**config.mk**
```make
export PLATFORM = sky130hd
export DESIGN_NAME = crc32_d8
export DESIGN_NICKNAME = d
export VERILOG_FILES = /design/src/rtl/gmii_rx_pkg.sv /design/src/rtl/crc32_d8.sv
export SDC_FILE = /design/constraint.sdc
export NUM_CORES = 1
export LEC_CHECK = 0
export BUFFER_PORTS_ARGS = -buffer_cell sky130_fd_sc_hd__clkbuf_2
export CORE_ASPECT_RATIO = 1.2
export CORE_UTILIZATION = 35
export DETAILED_ROUTE_END_ITERATION = 7
export PLACE_DENSITY = 0.82
export SETUP_SLACK_MARGIN = 0.5
export SLEW_MARGIN = 0
export SYNTH_ARGS = -nofsm -noshare
export SYNTH_HDL_FRONTEND = slang
export SYNTH_SLANG_ARGS = --single-unit
```
**constraint.sdc**
```tcl
create_clock -name vclk -period 2.2
set_clock_uncertainty 0.1 [all_clocks]
set_input_delay 0.44 -clock vclk [all_inputs]
set_output_delay 0.44 -clock vclk [all_outputs]
set_load 0.03 [all_outputs]
```
**src/rtl/gmii_rx_pkg.sv**
```systemverilog
// Shared types and constants for the GMII receive frame checker.
//   rx_state_e : receive FSM states
//   rx_out_t   : registered payload beat presented on the RX_* outputs
package gmii_rx_pkg;

    typedef enum logic [1:0] {
        IDLE,
        PREAMBLE,
        DATA,
        DROP
    } rx_state_e;

    localparam logic [7:0]  PREAMBLE_BYTE = 8'h55;
    localparam logic [7:0]  SFD_BYTE      = 8'hD5;
    localparam logic [31:0] CRC_POLY      = 32'hEDB88320;
    localparam logic [31:0] CRC_INIT      = 32'hFFFFFFFF;
    localparam logic [31:0] CRC_RESIDUE   = 32'hDEBB20E3;

    // Bytes held back so the trailing FCS never reaches the payload port.
    localparam int unsigned DLY_DEPTH = 5;
    localparam int unsigned FILL_W    = 3;
    localparam int unsigned LEN_W     = 16;
    localparam int unsigned CNT_W     = 16;

    typedef struct packed {
        logic [7:0] data;
        logic       valid;
        logic       sof;
        logic       eof;
        logic       good;
        logic       bad;
    } rx_out_t;

endpackage

```
**src/rtl/crc32_d8.sv**
```systemverilog
// Combinational CRC-32 (reflected 0x04C11DB7) update for one byte, LSB first.
//   data      : input byte
//   crc_in    : current CRC register
//   crc_next_c: CRC register after absorbing data
module crc32_d8 (
    input  logic [7:0]  data,
    input  logic [31:0] crc_in,
    output logic [31:0] crc_next_c
);
    import gmii_rx_pkg::*;

    // Bit-serial update unrolled over the eight data bits.
    always_comb begin
        crc_next_c = crc_in;
        for (int i = 0; i < 8; i++) begin
            if (crc_next_c[0] ^ data[i]) begin
                crc_next_c = (crc_next_c >> 1) ^ CRC_POLY;
            end else begin
                crc_next_c = crc_next_c >> 1;
            end
        end
    end

endmodule

```
==> reports/metrics.cfg, run 1 <==
[clock_tree]
cts.repair.resized=134
hold_buffers=0
post_cts_buffers=24

[yosys]
synth_area_sq_um=769
synth_nets=110
synthDistinctLibCells=8
synth_cells=70
yosys_warnings=0
synth.avg_cell_area_sq_um=11.0
ys_seq_area_share_pct=0

[run_status]
toolErrorMsg=[ERROR DPL-0038] Utilization greater than 100%, impossible to legalize
haltStage=clock tree synthesis
status=aborted with a tool error

[placed_design]
place_hpwl_um=2380
io_buffers=72
place_congestion=0.695
dp_slack_ps=-427

[floorplan]
fp.dieW_um=44.8
rows=18
ios=72
die_height_um=53.4
start_util_pct=37.1

[cell usage after synthesis]
master,count,area share (%)
xnor2_1,43,49
xnor2_2,5,11
xnor2_4,1,3.6
xnor3_1,1,2.9
xor2_1,12,14
xor2_2,5,11
xor2_4,1,3.6
xor3_1,2,6.2
[kinds of logic after synthesis]
logic type / Yosys count / share of synthesized area, %
xor gates and xnor gates: 70 / 100
[stage by stage]
step	setup TNS, ps	util, %	instances	area (sq um)
after detailed placement	-4450	90.0	205	1860
after global placement	-3110	90.0	205	1860
after floorplan	-2000	-	70	1190
==> run 2, diff against run 1 <==
- CORE_AREA: default -> 2 2 63 65
- CORE_ASPECT_RATIO: 1.2 -> default
- CORE_UTILIZATION: 35 -> default
- DIE_AREA: default -> 0 0 65 67
- PLACE_DENSITY: 0.82 -> default
- PLACE_DENSITY_LB_ADDON: default -> 0.15
- SETUP_SLACK_MARGIN: 0.5 -> default
- clock period: 2.2 -> 2.9 ns (I/O delays scaled with it)
==> run 2 against run 1 <==
Effect of this change:
- the flow now finishes without violations
- synthesized cell count unchanged
- area after synthesis unchanged
==> reports/metrics.cfg, run 2 <==
[sta]
setup_slack_ps=117
grt_setup_unrepaired=false
fin_crit_sh_pct=96.0
layout_min_cycle_time_ps=2780
tns_ps=0
slew_violations=0
setup_viol=0
tightest_slew_ps=413
max_freq_mhz=359
hold_viol_final=0
relSlewSlack_pct=72.3

[yosys]
yosys_warnings=0
synth_nets=110
synth_common_cells=xnor2_1 (43), xor2_1 (12), xnor2_2 (5), xor2_2 (5), xor3_1 (2)
synth_cells=70
synthDistinctLibCells=8
ys_seq_area_share_pct=0
synth_area_leaders=xnor2_1 (49%), xor2_1 (14%), xnor2_2 (11%)
synth.avg_cell_area_sq_um=11.0
yosysTopAreaCellShare_pct=48.9
synth_area_sq_um=769
yosys.area.top_type=xnor2_1
yosysMostFrequentCell=xnor2_1

[placed_design]
place_hpwl_um=1830
dp_slack_ps=100
postPlaceCellArea_sq_um=1320
io_buffers=72
place_congestion=0.678

[final_layout]
fin_nets=197
final_cell_mix=clkbuf_2 (72), xnor2_1 (42), buf_4 (13)
clock_buffers=0
multi_input_area_sq_um=806
final_area_sq_um=1320
antenna_cells=0
final_common_cell=clkbuf_2
area_growth_pct=72.0
fillers=382
seq_cell_count=0
register_area_sq_um=0
drive_above_1_share_pct=65.8

[grt]
grt_overflow=0
grt_pass1_vias=729
grt_pass1_wl_um=3000
grt_start_max_net_pins=7
track_usage_pct=8.44
antenna_found_initial=0

[worst_setup_path]
max_stage_delay_ps=410
crit_path_end=crc_next_c[20]
cpMaxStageDelayCell=xor3_2
required_ps=2220
cp.arrival_ps=2100
cp-start-kind=input port
crit_path_max_fanout=4
path_class=in2out
worstSetupStartpoint=data[0]
worstPathCellList=clkbuf_2 > xnor2_2 > buf_4 > xnor2_1 > xnor2_1 > xor3_2 > clkbuf_2
worst_setup_path_end_kind=primary output

[floorplan]
start_util_pct=21.3
die_area_sq_um=4360
core_sq_um=3610
die_height_um=67
rows=22
fp.dieW_um=65
ios=72

[min_path]
min_path_cells=3
holdCritStartpoint=crc_in[19]
min_path_type=in2out

[flow_run]
maxCapViolations=0

[clock_tree]
cts.repair.resized=0
post_cts_buffers=0
hold_buffers=0

[route]
final_antenna_net_count=0
detail_route.wl_per_cell_um=9.09
drc=0
vias_per_cell=3.61
vias=733
wl_um=1850
drt_iter0_drc=2
first_pass_iters=2

[power_and_ir_drop]
power.density_nw_per_um2=835
power_w=0.00111
irDropWorstVdd_mv=0.271
leakagePower_nw=0.641

[run_status]
status=complete, no violations

[run 2: cell counts after synthesis]
No cell type changed its count.
[run 2: area by class of cell]
cell class | count | share of cell area, %
multi-input cells | 70 | 60.9
repair buffers | 85 | 34.6
well taps | 48 | 4.54
[run 2: worst min path at each step]
stage          slack, ps             end
4_1_cts             1380  crc_next_c[11]
2_1_floorplan       1260   crc_next_c[0]
6_report            1380  crc_next_c[11]
3_3_place_gp        1380   crc_next_c[0]
5_1_grt             1390   crc_next_c[4]
3_5_place_dp        1380  crc_next_c[11]
[run 2: cells by family after synthesis]
family and share of synthesized area [%]:
XOR/XNOR 100
[run 2: per-layer routing]
layer | wire length (um) | global-route usage (%) | up-vias
met1 | 768 | 10.8 | 313
li1 | - | - | 381
met3 | 146 | 0.338 | 0
met5 | 0 | 0 | -
met4 | 0 | 0 | 0
met2 | 930 | 16.5 | 39
[run 2: worst max-delay path: cells and delay by family]
kind,cells,cell delay (ps)
xor+xnor,4,1060
buf+inv,3,450
[run 2: power by group]
part / total, W / internal, W / switching [W] / leakage [nW]
Combinational: 0.00111 / 0.000405 / 0.000700 / 0.641
Sequential: 0 / 0 / 0 / 0
Clock: 0 / 0 / 0 / 0
[run 2: per-stage QoR]
stage / instances / hold slack [ps] / utilization (%)
floorplan: 70 / 1260 / -
global placement: 203 / 1380 / 36.7
detailed placement: 203 / 1380 / 36.7
CTS: 203 / 1380 / 36.7
global route: 203 / 1390 / 36.7
finish: 203 / 1380 / 36.7
(Power assumes the default switching activity.)
